[src/rtl/spi_audio_pkg.sv]
`default_nettype none
`timescale 1ns/1ps
// ============================================================================
//  Module      : spi_audio_pkg
//  Description : Shared defaults, FIFO entry layout and width helper for the
//                SPI audio receiver.
//  Revision    : 1.0 - initial release
// ============================================================================
package spi_audio_pkg;

    localparam int C_DATA_W     = 16;
    localparam int C_NUM_CH     = 2;
    localparam int C_FIFO_DEPTH = 4;

    // Entry fields are sized for the largest legal configuration so that one
    // struct serves every parameterisation; unused upper bits stay zero.
    localparam int C_MAX_DATA_W = 32;
    localparam int C_MAX_CH_W   = 3;

    typedef struct packed {
        logic [C_MAX_CH_W-1:0]   ch;
        logic [C_MAX_DATA_W-1:0] data;
    } fifo_entry_t;

    // Channel index width, never narrower than one bit.
    function automatic int ch_width(input int num_ch);
        return (num_ch > 1) ? $clog2(num_ch) : 1;
    endfunction

endpackage
`default_nettype wire

[src/rtl/sync_fifo.sv]
`default_nettype none
`timescale 1ns/1ps
// ============================================================================
//  Module      : sync_fifo
//  Description : Single-clock FIFO with a registered head word. The head holds
//                its last value once the FIFO drains.
//  Revision    : 1.0 - initial release
// ============================================================================
module sync_fifo #(
    parameter int WIDTH = 8,
    parameter int DEPTH = 4
) (
    input  logic                           clk,
    input  logic                           rst,
    input  logic                           i_push,
    input  logic [WIDTH-1:0]               i_wdata,
    input  logic                           i_pop,
    output logic [WIDTH-1:0]               o_rdata,
    output logic                           o_empty,
    output logic                           o_full,
    output logic [$clog2(DEPTH+1)-1:0]     o_level
);

    localparam int C_ADDR_W = $clog2(DEPTH);
    localparam int C_LVL_W  = $clog2(DEPTH+1);

    logic [WIDTH-1:0]    r_mem [DEPTH];
    logic [C_ADDR_W-1:0] r_wr_ptr;
    logic [C_ADDR_W-1:0] r_rd_ptr;
    logic [C_LVL_W-1:0]  r_level;
    logic [WIDTH-1:0]    r_head;

    logic w_pop_ok;
    logic w_push_ok;

    assign o_empty   = (r_level == '0);
    assign o_full    = (r_level == C_LVL_W'(DEPTH));
    assign o_level   = r_level;
    assign o_rdata   = r_head;

    // A pop on an empty FIFO is ignored; a push into a full FIFO is only
    // accepted when a pop frees the slot in the same cycle.
    assign w_pop_ok  = i_pop & ~o_empty;
    assign w_push_ok = i_push & (~o_full | w_pop_ok);

    // Storage array; contents need no reset because the head register masks them.
    always_ff @(posedge clk) begin
        if (w_push_ok) begin
            r_mem[r_wr_ptr] <= i_wdata;
        end
    end

    // Pointers wrap naturally since DEPTH is a power of two; level tracks occupancy.
    always_ff @(posedge clk or posedge rst) begin
        if (rst) begin
            r_wr_ptr <= '0;
            r_rd_ptr <= '0;
            r_level  <= '0;
        end else begin
            if (w_push_ok) begin
                r_wr_ptr <= r_wr_ptr + C_ADDR_W'(1);
            end
            if (w_pop_ok) begin
                r_rd_ptr <= r_rd_ptr + C_ADDR_W'(1);
            end
            if (w_push_ok && !w_pop_ok) begin
                r_level <= r_level + C_LVL_W'(1);
            end else if (w_pop_ok && !w_push_ok) begin
                r_level <= r_level - C_LVL_W'(1);
            end
        end
    end

    // Head word: take the incoming word when it becomes the only entry,
    // otherwise advance to the next stored entry on a pop, else hold.
    always_ff @(posedge clk or posedge rst) begin
        if (rst) begin
            r_head <= '0;
        end else if (w_push_ok && ((r_level == '0) || ((r_level == C_LVL_W'(1)) && w_pop_ok))) begin
            r_head <= i_wdata;
        end else if (w_pop_ok && (r_level > C_LVL_W'(1))) begin
            r_head <= r_mem[r_rd_ptr + C_ADDR_W'(1)];
        end
    end

endmodule
`default_nettype wire

[src/rtl/spi_audio_rx.sv]
`default_nettype none
`timescale 1ns/1ps
// ============================================================================
//  Module      : spi_audio_rx
//  Description : SPI slave receiver for interleaved audio words. Inputs are
//                synchronised into clk_25mhz, words are assembled MSB first
//                and tagged with a channel index, then buffered in a FIFO.
//  Revision    : 1.0 - initial release
// ============================================================================
module spi_audio_rx
    import spi_audio_pkg::*;
#(
    parameter int DATA_W     = C_DATA_W,
    parameter int NUM_CH     = C_NUM_CH,
    parameter int FIFO_DEPTH = C_FIFO_DEPTH
) (
    input  logic                              clk_25mhz,
    input  logic                              reset,
    input  logic                              com_sclk_in,
    input  logic                              com_mosi_in,
    input  logic                              com_active,
    output logic [DATA_W-1:0]                 out_data,
    output logic [ch_width(NUM_CH)-1:0]       out_ch,
    output logic                              out_valid,
    input  logic                              out_ready,
    output logic [$clog2(FIFO_DEPTH+1)-1:0]   fifo_level,
    output logic                              frame_err,
    output logic                              overrun
);

    localparam int C_CH_W  = ch_width(NUM_CH);
    localparam int C_CNT_W = $clog2(DATA_W+1);

    logic [1:0]         r_sclk_sync;
    logic [1:0]         r_mosi_sync;
    logic [1:0]         r_act_sync;
    logic               r_sclk_d;
    logic               r_act_d;
    logic [1:0]         r_warm;
    logic               r_armed;
    logic               r_in_frame;
    logic [DATA_W-1:0]  r_shift;
    logic [C_CNT_W-1:0] r_bit_cnt;
    logic [C_CH_W-1:0]  r_ch;
    logic               r_frame_err;
    logic               r_overrun;

    logic               w_sclk_rise;
    logic               w_act_rise;
    logic               w_act_fall;
    logic               w_shift_en;
    logic               w_push;
    logic               w_pop;
    logic               w_abort;
    logic               w_empty;
    logic               w_full;
    fifo_entry_t        w_push_entry;
    fifo_entry_t        w_head;
    logic               w_head_unused;

    // Two-flop synchronisers followed by one edge-detect register per line.
    always_ff @(posedge clk_25mhz or posedge reset) begin
        if (reset) begin
            r_sclk_sync <= '0;
            r_mosi_sync <= '0;
            r_act_sync  <= '0;
            r_sclk_d    <= 1'b0;
            r_act_d     <= 1'b0;
        end else begin
            r_sclk_sync <= {r_sclk_sync[0], com_sclk_in};
            r_mosi_sync <= {r_mosi_sync[0], com_mosi_in};
            r_act_sync  <= {r_act_sync[0], com_active};
            r_sclk_d    <= r_sclk_sync[1];
            r_act_d     <= r_act_sync[1];
        end
    end

    // After reset, frames are accepted only once the select line has been seen
    // idle, so a frame already in flight at reset release is ignored entirely.
    always_ff @(posedge clk_25mhz or posedge reset) begin
        if (reset) begin
            r_warm  <= '0;
            r_armed <= 1'b0;
        end else begin
            if (r_warm != 2'd2) begin
                r_warm <= r_warm + 2'd1;
            end
            if ((r_warm == 2'd2) && !r_act_sync[1]) begin
                r_armed <= 1'b1;
            end
        end
    end

    assign w_sclk_rise = r_sclk_sync[1] & ~r_sclk_d;
    assign w_act_rise  = r_act_sync[1] & ~r_act_d & r_armed;
    assign w_act_fall  = ~r_act_sync[1] & r_act_d;
    assign w_shift_en  = w_sclk_rise & r_in_frame & r_act_sync[1];
    assign w_push      = (r_bit_cnt == C_CNT_W'(DATA_W));
    assign w_abort     = w_act_fall & r_in_frame & (r_bit_cnt != '0) & ~w_push;
    assign w_pop       = out_ready & out_valid;

    // Frame membership: opened by an accepted select rise, closed when select drops.
    always_ff @(posedge clk_25mhz or posedge reset) begin
        if (reset) begin
            r_in_frame <= 1'b0;
        end else if (w_act_rise) begin
            r_in_frame <= 1'b1;
        end else if (!r_act_sync[1]) begin
            r_in_frame <= 1'b0;
        end
    end

    // Word assembly: shift register, bit counter and channel index.
    always_ff @(posedge clk_25mhz or posedge reset) begin
        if (reset) begin
            r_shift   <= '0;
            r_bit_cnt <= '0;
            r_ch      <= '0;
        end else begin
            if (w_shift_en) begin
                r_shift <= {r_shift[DATA_W-2:0], r_mosi_sync[1]};
            end

            if (w_act_rise || w_act_fall) begin
                r_bit_cnt <= '0;
            end else if (w_shift_en) begin
                r_bit_cnt <= w_push ? C_CNT_W'(1) : r_bit_cnt + C_CNT_W'(1);
            end else if (w_push) begin
                r_bit_cnt <= '0;
            end

            if (w_act_rise) begin
                r_ch <= '0;
            end else if (w_push) begin
                r_ch <= (r_ch == C_CH_W'(NUM_CH-1)) ? '0 : r_ch + C_CH_W'(1);
            end
        end
    end

    // Status flags: one-cycle abort pulse and sticky drop indication.
    always_ff @(posedge clk_25mhz or posedge reset) begin
        if (reset) begin
            r_frame_err <= 1'b0;
            r_overrun   <= 1'b0;
        end else begin
            r_frame_err <= w_abort;
            if (w_push && w_full && !w_pop) begin
                r_overrun <= 1'b1;
            end
        end
    end

    // Pack the completed word and its channel into the shared entry layout.
    always_comb begin
        w_push_entry      = '0;
        w_push_entry.ch   = C_MAX_CH_W'(r_ch);
        w_push_entry.data = C_MAX_DATA_W'(r_shift);
    end

    sync_fifo #(
        .WIDTH ($bits(fifo_entry_t)),
        .DEPTH (FIFO_DEPTH)
    ) u_fifo (
        .clk     (clk_25mhz),
        .rst     (reset),
        .i_push  (w_push),
        .i_wdata (w_push_entry),
        .i_pop   (w_pop),
        .o_rdata (w_head),
        .o_empty (w_empty),
        .o_full  (w_full),
        .o_level (fifo_level)
    );

    assign out_valid     = ~w_empty;
    assign out_data      = w_head.data[DATA_W-1:0];
    assign out_ch        = w_head.ch[C_CH_W-1:0];
    assign frame_err     = r_frame_err;
    assign overrun       = r_overrun;
    // Upper entry bits are zero padding for narrow configurations.
    assign w_head_unused = ^w_head;

endmodule
`default_nettype wire

[config.mk]
export PLATFORM = sky130hd
export DESIGN_NAME = spi_audio_rx
export DESIGN_NICKNAME = d
export VERILOG_FILES = /design/src/rtl/spi_audio_pkg.sv /design/src/rtl/sync_fifo.sv /design/src/rtl/spi_audio_rx.sv
export SDC_FILE = /design/constraint.sdc
export NUM_CORES = 1
export LEC_CHECK = 0
export ABC_CLOCK_PERIOD_IN_PS = 2700
export BUFFER_PORTS_ARGS = -buffer_cell sky130_fd_sc_hd__buf_2
export CORE_UTILIZATION = 57
export DETAILED_ROUTE_END_ITERATION = 12
export PLACE_DENSITY_LB_ADDON = 0.1
export SYNTH_ARGS = -nofsm -noshare
export SYNTH_HDL_FRONTEND = slang
export SYNTH_HIERARCHICAL = 1
export SYNTH_SLANG_ARGS = --single-unit
[constraint.sdc]
create_clock -name clk_25mhz -period 2.7 [get_ports clk_25mhz]
set_clock_uncertainty 0.2 [all_clocks]
set_input_delay 0.405 -clock clk_25mhz [delete_from_list [all_inputs] [get_ports clk_25mhz]]
set_output_delay 0.405 -clock clk_25mhz [all_outputs]
set_load 0.005 [all_outputs]
==> run_results.csv, run 1 <==
group,metric,value,unit
final_layout,drive_above_1_share,0.3151,
final_layout,final_net_count,408,
power_and_ir_drop,pwr-share-comb,0.226,
logic_synthesis,syn_nets,369,
logic_synthesis,avgSynthCellArea,15.24,um^2
clock_tree,clockRootBuffer,"clkbuf_8",
sta,min_period_over_period,0.9261,
power_and_ir_drop,internal-power,4069,uW
detailed_routing,dr.pass1.iters,5,
detailed_routing,vias,2943,
global_route,grt_pass1_vias,3082,
logic_synthesis,syn_area,0.005349,mm^2
setup_path,arrival,2.48,ns
sta,final-hold-violation-count,0,
global_route,grt_pass1_wl,16040,um
final_layout,area_delta_synth_final,15.46,%
logic_synthesis,yosysWarnings,6,
power_and_ir_drop,switching_share,0.2934,
detailed_routing,ant_nets,0,
sta,min_period,2.501,ns
placement,dp_hpwl,5688,um
sta,setup_viol,0,
detailed_routing,drcViolationCount,0,
clock_tree,cts_inserted_buffers,17,
sta,slew_headroom,0.6627,
power_and_ir_drop,p_switching,1689,uW
detailed_routing,vias_per_cell,5.759,
final_layout,diodes,0,
global_route,grt_remaining_overflow,0,
global_route,grt_max_degree,37,
run_status,outcome,"finished clean",
clock_tree,tritoncts,"built",
floorplanning,dieArea,0.009775,mm^2
setup_path,crit_path_end_kind,"flip-flop",
clock_tree,clock-sinks,128,
detailed_routing,wl_per_cell,19.31,um
floorplanning,die_w,98.87,um
clock_tree,clock_path_buffers,2,
sta,worst_pin_slew,0.5059,ns
sta,layout_setup_ws,0.1994,ns
sta,drv_slew,0,
clock_tree,clock_latency,0.51,ns
sta,rsz0062_at_grt,"false",
power_and_ir_drop,seq_power_share,0.412,
power_and_ir_drop,power_frac_clock,0.363,
detailed_routing,routed_wl,9866,um
run,max_cap_viol_count,0,
placement,io_buffers,28,
clock_tree,clk_pin_slew_worst_paths,0.06,ns
clock_tree,cts_setup_buffers,0,
sta,fin_hold_ws,0.1497,ns
setup_path,critical_path_class,"reg2reg",
placement,place_congestion,0.6993,
global_route,track_usage,0.2253,
detailed_routing,first_iter_violations,188,
worst_hold_path,hold_path_class,"reg2reg",
power_and_ir_drop,leakage,0.002579,uW
setup_path,r2r_slack,0.20,ns
setup_path,start_kind,"flip-flop",
sta,max_freq,399.9,MHz
floorplanning,row_count,34,
sta,final.setup.tns,0,ns
setup_path,critPathMaxFanout,17,
setup_path,crit_required,2.68,ns
floorplanning,die_height,98.87,um
logic_synthesis,synthCells,351,
power_and_ir_drop,powerDensity,932.4,mW/mm^2
global_route,antenna_found_initial,0,
final_layout,final_core_util,0.6946,
floorplanning,start_util,0.6016,
floorplanning,io_pins,29,
power_and_ir_drop,ir_worst_vdd,0.6217,mV
clock_tree,cts_max_level,4,
floorplanning,core,0.008891,mm^2
placement,preCtsSetupSlack,0.1767,ns
## state kept, by name, summed over array words and instances, names as in the netlist, 2 cells and up
register and count:
u_fifo/r_rd_ptr 2, r_act_sync 2, r_mosi_sync 2, u_fifo/o_rdata 17
r_shift 16, u_fifo/r_mem 68, r_warm 2, u_fifo/o_level 3
r_sclk_sync 2, u_fifo/r_wr_ptr 2, r_bit_cnt 5
## through the flow
stage	instances	cell area [um^2]	power, uW
final	511	6176	5758
after global routing	511	6176	6023
after floorplan	351	5349	3396
after global placement	475	5583	3678
after detailed placement	475	5583	3708
after CTS	511	6172	5809
## cells in the final DEF, fill, tap and decap left out, types with 2 or more instances in the layout
cell type / count
mux2_2: 16
dlygate4sd3_1: 4
a21oi_1: 5
buf_4: 14
nor2b_1: 3
buf_2: 28
clkinvlp_4: 6
clkbuf_16: 16
a21o_1: 3
or3_1: 3
dfrtp_1: 60
mux4_2: 17
xnor2_1: 7
inv_1: 19
ha_1: 12
edfxtp_1: 68
nor2_1: 5
o21ai_1: 2
inv_6: 6
nand2b_1: 2
nand2_1: 42
mux2i_1: 3
o21ai_0: 2
o211ai_2: 17
nand3_1: 21
and2_1: 6
## worst paths after layout
path                                               start                              to  depth (start not counted)
max in group asynchronous                          reset               r_act_d$_DFF_PP0_                          4
min reg2reg                      r_act_sync[0]$_DFF_PP0_         r_act_sync[1]$_DFF_PP0_                          0
max                        u_fifo/o_level[1]$_DFFE_PP0P_    u_fifo/r_mem[3][0]$_DFFE_PP_                          8
max reg2reg                u_fifo/o_level[1]$_DFFE_PP0P_    u_fifo/r_mem[3][0]$_DFFE_PP_                          8
min                              r_act_sync[0]$_DFF_PP0_         r_act_sync[1]$_DFF_PP0_                          0
min in group asynchronous                          reset  u_fifo/o_rdata[11]$_DFFE_PP0P_                          4
## power groups by stage
| stage | Combinational (uW) | Clock, uW | Sequential, uW |
|---|---|---|---|
| after floorplan | 991 | 0 | 2400 |
| after global placement | 1270 | 0 | 2400 |
| after detailed placement | 1300 | 0 | 2410 |
| after global routing | 1430 | 2200 | 2400 |
| final | 1300 | 2090 | 2370 |
| after CTS | 1310 | 2120 | 2370 |
## per-layer routing
| layer | track usage | share of wire |
|---|---|---|
| met3 | 0.06170 | 0.050 |
| met4 | 0.06200 | 0.017 |
| met1 | 0.2962 | 0.44 |
| met2 | 0.3733 | 0.50 |
| met5 | 0 | 0 |
## worst max-delay path, cell delays in order, from the launching register on
cell and delay (ns):
dfrtp_1 0.41, inv_1 0.10, ha_1 0.26, nand2_1 0.13, inv_1 0.06, nor2b_1 0.29, o21a_2 0.29, and2_1 0.16
buf_4 0.28
## repair_timing
item | CTS | global route
endpoints found under the setup margin | 0 | 86
gates resized for setup | 0 | 2
hold buffers | 4 | 0
hold endpoints to repair | 63 | 0
## cell type report
type / count / area, um^2
inverters: 19 / 71.32
repair buffers: 47 / 305.3
fillers: 594 / 2715
clock buffers: 18 / 417.9
well taps: 108 / 135.1
flip-flops and latches: 128 / 3543
clock inverters: 14 / 131.4
multi-input cells: 177 / 1572
Power figures use the tool's default switching activity.
==> run 2, diff against run 1 <==
- ABC_CLOCK_PERIOD_IN_PS: 2700 -> 2500
- CORE_UTILIZATION: 57 -> 63
- clock period: 2.7 -> 2.5 ns (I/O delays scaled with it)
==> run 2 against run 1 <==
Design area is 1.4% higher; wire length is 4.8% higher; sequential power is 8% higher; worst setup slack worse by 0.0059 ns; worst hold slack better by 0.0063 ns; global-route usage is 4.3 points higher; power is 14% higher; first-iteration DRC count is 10% higher; register-to-register slack hardly changed; critical path depth is 2 higher.
==> run_results.csv, run 2 (same netlist as run 1, synthesis figures left out) <==
group,metric,value,unit
setup_path,critPathMaxFanout,11,
global_route,track_usage,0.2686,
power_and_ir_drop,leakage,0.002642,uW
run_status,outcome,"finished clean",
floorplanning,die_height,94.14,um
setup_path,crit_required,2.74,ns
detailed_routing,vias,2975,
placement,dpl.cell_count,476,
sta,setup_viol,0,
final_layout,largest_reg_flops,68,
placement,dp_hpwl,5902,um
floorplanning,io_pins,29,
final_layout,final_common_cell,"edfxtp_1",
floorplanning,row_count,33,
sta,min_period,2.306,ns
sta,layout_setup_ws,0.1936,ns
final_layout,fin_cells,512,
power_and_ir_drop,switching_share,0.2819,
final_layout,area_delta_synth_final,17.08,%
power_and_ir_drop,ir_worst_vdd,0.7197,mV
clock_tree,clock_latency,0.52,ns
detailed_routing,drcViolationCount,0,
detailed_routing,ant_nets,0,
power_and_ir_drop,internal-power,4715,uW
sta,drv_slew,0,
floorplanning,core,0.008217,mm^2
setup_path,critical_path_class,"reg2reg",
global_route,grt_max_degree,37,
power_and_ir_drop,powerDensity,1048,mW/mm^2
final_layout,regMostFlops,"u_fifo/r_mem",
power_and_ir_drop,seq_power_share,0.389,
sta,final-hold-violation-count,0,
setup_path,cp_slowest_cell,"ha_1",
clock_tree,tritoncts,"built",
clock_tree,clock-sinks,128,
detailed_routing,dr.pass1.iters,4,
setup_path,r2r_end,"u_fifo/o_level[2]$_DFFE_PP0P_",
clock_tree,clockRootBuffer,"clkbuf_8",
run,max_cap_viol_count,0,
global_route,grt_pass1_vias,3057,
power_and_ir_drop,power_frac_clock,0.394,
power_and_ir_drop,p_switching,1851,uW
global_route,met1_usage,0.3377,
worst_hold_path,hold_depth,0,
sta,max_freq,433.6,MHz
setup_path,max_stage_delay,0.36,ns
sta,min_period_over_period,0.9226,
placement,place_congestion,0.7103,
setup_path,ff2ff_path_depth,10,
final_layout,final.fill_count,478,
clock_tree,clock_path_buffers,2,
power_and_ir_drop,pwr-share-comb,0.217,
sta,final.setup.tns,0,ns
setup_path,r2r_slack,0.19,ns
sta,rsz0062_at_grt,"false",
global_route,met3_usage,0.08333,
clock_tree,cts_max_level,4,
final_layout,final_net_count,412,
setup_path,crit_path_end_kind,"flip-flop",
sta,worst_pin_slew,0.4687,ns
setup_path,timing.rr.start,"u_fifo/o_level[1]$_DFFE_PP0P_",
final_layout,layout_common_cells,"68 x edfxtp_1, 60 x dfrtp_1, 43 x nand2_1",
clock_tree,clk_pin_slew_worst_paths,0.06,ns
detailed_routing,wl_per_cell,20.20,um
global_route,grtUsageMet2,0.4360,
worst_hold_path,hold_path_class,"reg2reg",
sta,slew_headroom,0.6875,
setup_path,arrival,2.55,ns
floorplanning,die_w,94.14,um
worst_hold_path,holdCritStartpoint,"r_mosi_sync[0]$_DFF_PP0_",
final_layout,diodes,0,
clock_tree,cts_inserted_buffers,17,
detailed_routing,first_iter_violations,207,
setup_path,crit_family,"simple AND/OR/NAND/NOR gates",
setup_path,start_kind,"flip-flop",
global_route,grt_pass1_wl,16350,um
placement,preCtsSetupSlack,0.1815,ns
setup_path,critPathBufInv,3,
detailed_routing,routed_wl,10340,um
global_route,top_usage_layer,"met2",
floorplanning,start_util,0.6510,
worst_hold_path,hold_end,"r_mosi_sync[1]$_DFF_PP0_",
setup_path,path_cells,"inv_1, ha_1, nand2_1, inv_1, nor2b_1, buf_4, nand2_1, ha_1, nor2_1, xnor2_1",
final_layout,drive_above_1_share,0.3243,
floorplanning,dieArea,0.008862,mm^2
placement,io_buffers,28,
global_route,grt_remaining_overflow,0,
global_route,antenna_found_initial,0,
detailed_routing,vias_per_cell,5.811,
-- run 2: cell types whose count changed in the layout (fill, tap and decap cells not counted), sizes merged --
cell / change
clkinv: +2
inv: -1
buf: +4
clkinvlp: -4
bufinv: +3
-- run 2: power groups by stage --
stage	Sequential (uW)	Clock [uW]	Combinational, uW
after global routing	2580	2720	1570
after global placement	2590	0	1380
after CTS	2560	2630	1440
after detailed placement	2600	0	1410
after floorplan	2600	0	1070
final	2560	2590	1420
-- run 2: routing by layer --
| metal | share of wire | routed length [um] |
|---|---|---|
| met4 | 0.015 | 159 |
| met5 | 0 | 0 |
| met3 | 0.050 | 515 |
| met1 | 0.41 | 4278 |
| met2 | 0.52 | 5386 |
-- run 2: worst max path at each step --
stage / from / to / slack [ns] / depth (start not counted)
floorplan: u_fifo/o_level[0]$_DFFE_PP0P_ / u_fifo/r_mem[0][0]$_DFFE_PP_ / 0.02 / 7
global placement: u_fifo/o_level[0]$_DFFE_PP0P_ / u_fifo/r_mem[3][8]$_DFFE_PP_ / 0.27 / 8
detailed placement: u_fifo/o_level[1]$_DFFE_PP0P_ / u_fifo/o_rdata[13]$_DFFE_PP0P_ / 0.18 / 9
CTS: u_fifo/o_level[1]$_DFFE_PP0P_ / u_fifo/o_rdata[5]$_DFFE_PP0P_ / 0.15 / 9
global route: u_fifo/o_level[0]$_DFFE_PP0P_ / u_fifo/o_level[2]$_DFFE_PP0P_ / 0.007 / 10
finish: u_fifo/o_level[1]$_DFFE_PP0P_ / u_fifo/o_level[2]$_DFFE_PP0P_ / 0.19 / 10
-- run 2: timing repair --
item,CTS,global route
endpoints found under the hold margin,63,0
hold buffers,4,0
buffers inserted,0,0
gates resized for setup,0,2
endpoints found under the setup margin,0,66
-- run 2: layout make-up --
class / instances / area [um^2] / area share
Multi-Input combinational cell: 177 / 1570 / 0.2507
Clock inverter: 14 / 205.2 / 0.03277
Sequential cell: 128 / 3543 / 0.5658
Timing Repair Buffer: 51 / 322.8 / 0.05155
Clock buffer: 18 / 417.9 / 0.06673
Inverter: 19 / 71.32 / 0.01139
Tap cell: 105 / 131.4 / 0.02098
-- run 2: metrics by stage --
step / util / hold WS, ns / power, uW / instance area, um^2
2_1_floorplan: - / 0.1312 / 3668 / 5349
3_3_place_gp: 0.6811 / 0.1334 / 3970 / 5597
6_report: 0.7621 / 0.1560 / 6566 / 6262
5_1_grt: 0.7621 / 0.1655 / 6866 / 6262
3_5_place_dp: 0.6811 / 0.1358 / 4011 / 5597
4_1_cts: 0.7618 / 0.1594 / 6631 / 6260
==> run 3, diff against run 2 <==
- ABC_CLOCK_PERIOD_IN_PS: 2500 -> 2350
- BUFFER_PORTS_ARGS: -buffer_cell sky130_fd_sc_hd__buf_2 -> default
- CORE_UTILIZATION: 63 -> 65
- DONT_BUFFER_PORTS: default -> 1
- SLEW_MARGIN: default -> 20
- clock period: 2.5 -> 2.35 ns (I/O delays scaled with it)
==> run 3 against run 2 <==
First-iteration DRC count grew 24%; register-to-register slack worse by 0.03 ns; maximum frequency rose by 5.4%; critical path type unchanged; largest power group is now sequential cells; highest routed layer unchanged.
==> run_results.csv, run 3 (same netlist as run 1, synthesis figures left out) <==
group,metric,value,unit
floorplanning,row_count,32,
detailed_routing,routed_wl,10360,um
floorplanning,dieArea,0.008596,mm^2
global_route,antenna_found_initial,0,
floorplanning,start_util,0.6816,
sta,fin_hold_ws,0.1451,ns
floorplanning,core,0.007848,mm^2
clock_tree,tritoncts,"built",
setup_path,critical_path_class,"reg2reg",
final_layout,final.fill_count,445,
global_route,grt_pass1_vias,3067,
setup_path,arrival,2.38,ns
setup_path,critPathMaxFanout,8,
clock_tree,clk_pin_slew_worst_paths,0.06,ns
sta,min_period,2.188,ns
final_layout,final_net_count,387,
setup_path,crit_required,2.54,ns
final_layout,final_common_cell,"edfxtp_1",
final_layout,largest_reg_flops,68,
final_layout,area_delta_synth_final,15.49,%
worst_hold_path,hold_path_class,"in2reg",
placement,io_buffers,0,
clock_tree,clock_latency,0.51,ns
setup_path,crit_path_end_kind,"flip-flop",
sta,drv_slew,0,
run_status,outcome,"finished clean",
detailed_routing,ant_nets,0,
setup_path,start_kind,"flip-flop",
sta,slew_headroom,0.6618,
power_and_ir_drop,ir_worst_vdd,0.7203,mV
floorplanning,die_w,92.72,um
power_and_ir_drop,leakage,0.002547,uW
global_route,track_usage,0.2659,
run,max_cap_viol_count,0,
clock_tree,clock-sinks,128,
setup_path,path_cells,"inv_1, ha_1, nand2_1, inv_1, nor2b_4, o21a_2, ha_1, mux2i_1, nor2_2, xnor2_1",
clock_tree,cts_max_level,4,
global_route,grt_remaining_overflow,0,
clock_tree,cts_inserted_buffers,17,
sta,worst_pin_slew,0.5072,ns
placement,place_congestion,0.7646,
detailed_routing,dr.pass1.iters,4,
final_layout,layout_common_cells,"68 x edfxtp_1, 60 x dfrtp_1, 43 x nand2_1",
sta,max_freq,457.0,MHz
sta,rsz0062_at_grt,"false",
sta,final.setup.tns,0,ns
setup_path,cp_slowest_cell,"dfrtp_1",
final_layout,diodes,0,
clock_tree,clockRootBuffer,"clkbuf_8",
clock_tree,cts_setup_buffers,0,
detailed_routing,drcViolationCount,0,
placement,dp_hpwl,5690,um
sta,setup_viol,0,
global_route,grt_pass1_wl,16220,um
floorplanning,io_pins,29,
clock_tree,clock_path_buffers,2,
setup_path,max_stage_delay,0.34,ns
sta,final-hold-violation-count,0,
sta,min_period_over_period,0.9311,
power_and_ir_drop,powerDensity,1087,mW/mm^2
final_layout,regMostFlops,"u_fifo/r_mem",
floorplanning,die_height,92.72,um
detailed_routing,vias,2935,
detailed_routing,wl_per_cell,21.41,um
final_layout,drive_above_1_share,0.2880,
detailed_routing,first_iter_violations,257,
detailed_routing,vias_per_cell,6.064,
global_route,grt_max_degree,37,
## run 3: repair_timing
action	CTS	global route
hold endpoints to repair	63	0
resized for setup	0	5
hold buffers	4	0
endpoints found under the setup margin	0	20
## run 3: critical path: cells and delay by family, from the launching register on
family                     cells  cell delay (ns)
xor gates and xnor gates       1             0.12
AOI/OAI and AO/OA              1             0.25
adders and majority gates      2             0.42
muxes                          1             0.23
and+or+nand+nor                3             0.33
DFF                            1             0.34
buffers and inverters          2             0.17
## run 3: where the power goes
group | total (uW) | switching (uW) | internal [uW]
Clock | 2600 | 948 | 1650
Sequential | 2750 | 169 | 2580
Combinational | 1360 | 777 | 585
## run 3: path summary, 6_finish.rpt
check / from / cells past startpoint / slack (ns) / endpoint
min: out_ready / 4 / 0.15 / u_fifo/o_rdata[4]$_DFFE_PP0P_
min in group asynchronous: reset / 3 / 0.20 / u_fifo/o_rdata[11]$_DFFE_PP0P_
min reg2reg: r_act_sync[0]$_DFF_PP0_ / 0 / 0.15 / r_act_sync[1]$_DFF_PP0_
max reg2reg: u_fifo/o_level[1]$_DFFE_PP0P_ / 10 / 0.16 / u_fifo/o_level[2]$_DFFE_PP0P_
max: u_fifo/o_level[1]$_DFFE_PP0P_ / 10 / 0.16 / u_fifo/o_level[2]$_DFFE_PP0P_
max in group asynchronous: reset / 3 / 1.34 / r_armed$_DFFE_PP0P_
## run 3: layout make-up
cell class / count / area, um^2 / area share
Clock buffer: 20 / 435.4 / 0.07049
Clock inverter: 12 / 158.9 / 0.02572
Inverter: 19 / 71.32 / 0.01155
Multi-Input combinational cell: 177 / 1584 / 0.2564
Sequential cell: 128 / 3543 / 0.5736
Tap cell: 102 / 127.6 / 0.02066
Timing Repair Buffer: 26 / 256.5 / 0.04152
## run 3: through the flow
step	total power [uW]	worst slack [ns]	utilization	area, um^2	cells
finish	6714	0.1620	0.7871	6177	484
global route	6998	0.002089	0.7871	6177	484
CTS	6742	0.03148	0.7846	6157	483
detailed placement	4118	0.04100	0.7038	5523	447
global placement	4073	0.1456	0.7038	5523	447
floorplan	3902	0.06068	-	5354	351
## run 3: layer usage
metal,share of wire,wire (um),up-vias,track usage
li1,-,-,1305,-
met1,0.42,4301,1520,0.3392
met2,0.52,5356,100,0.4432
met3,0.056,582,10,0.07718
met4,0.012,123,0,0.08590
met5,0,0,-,0
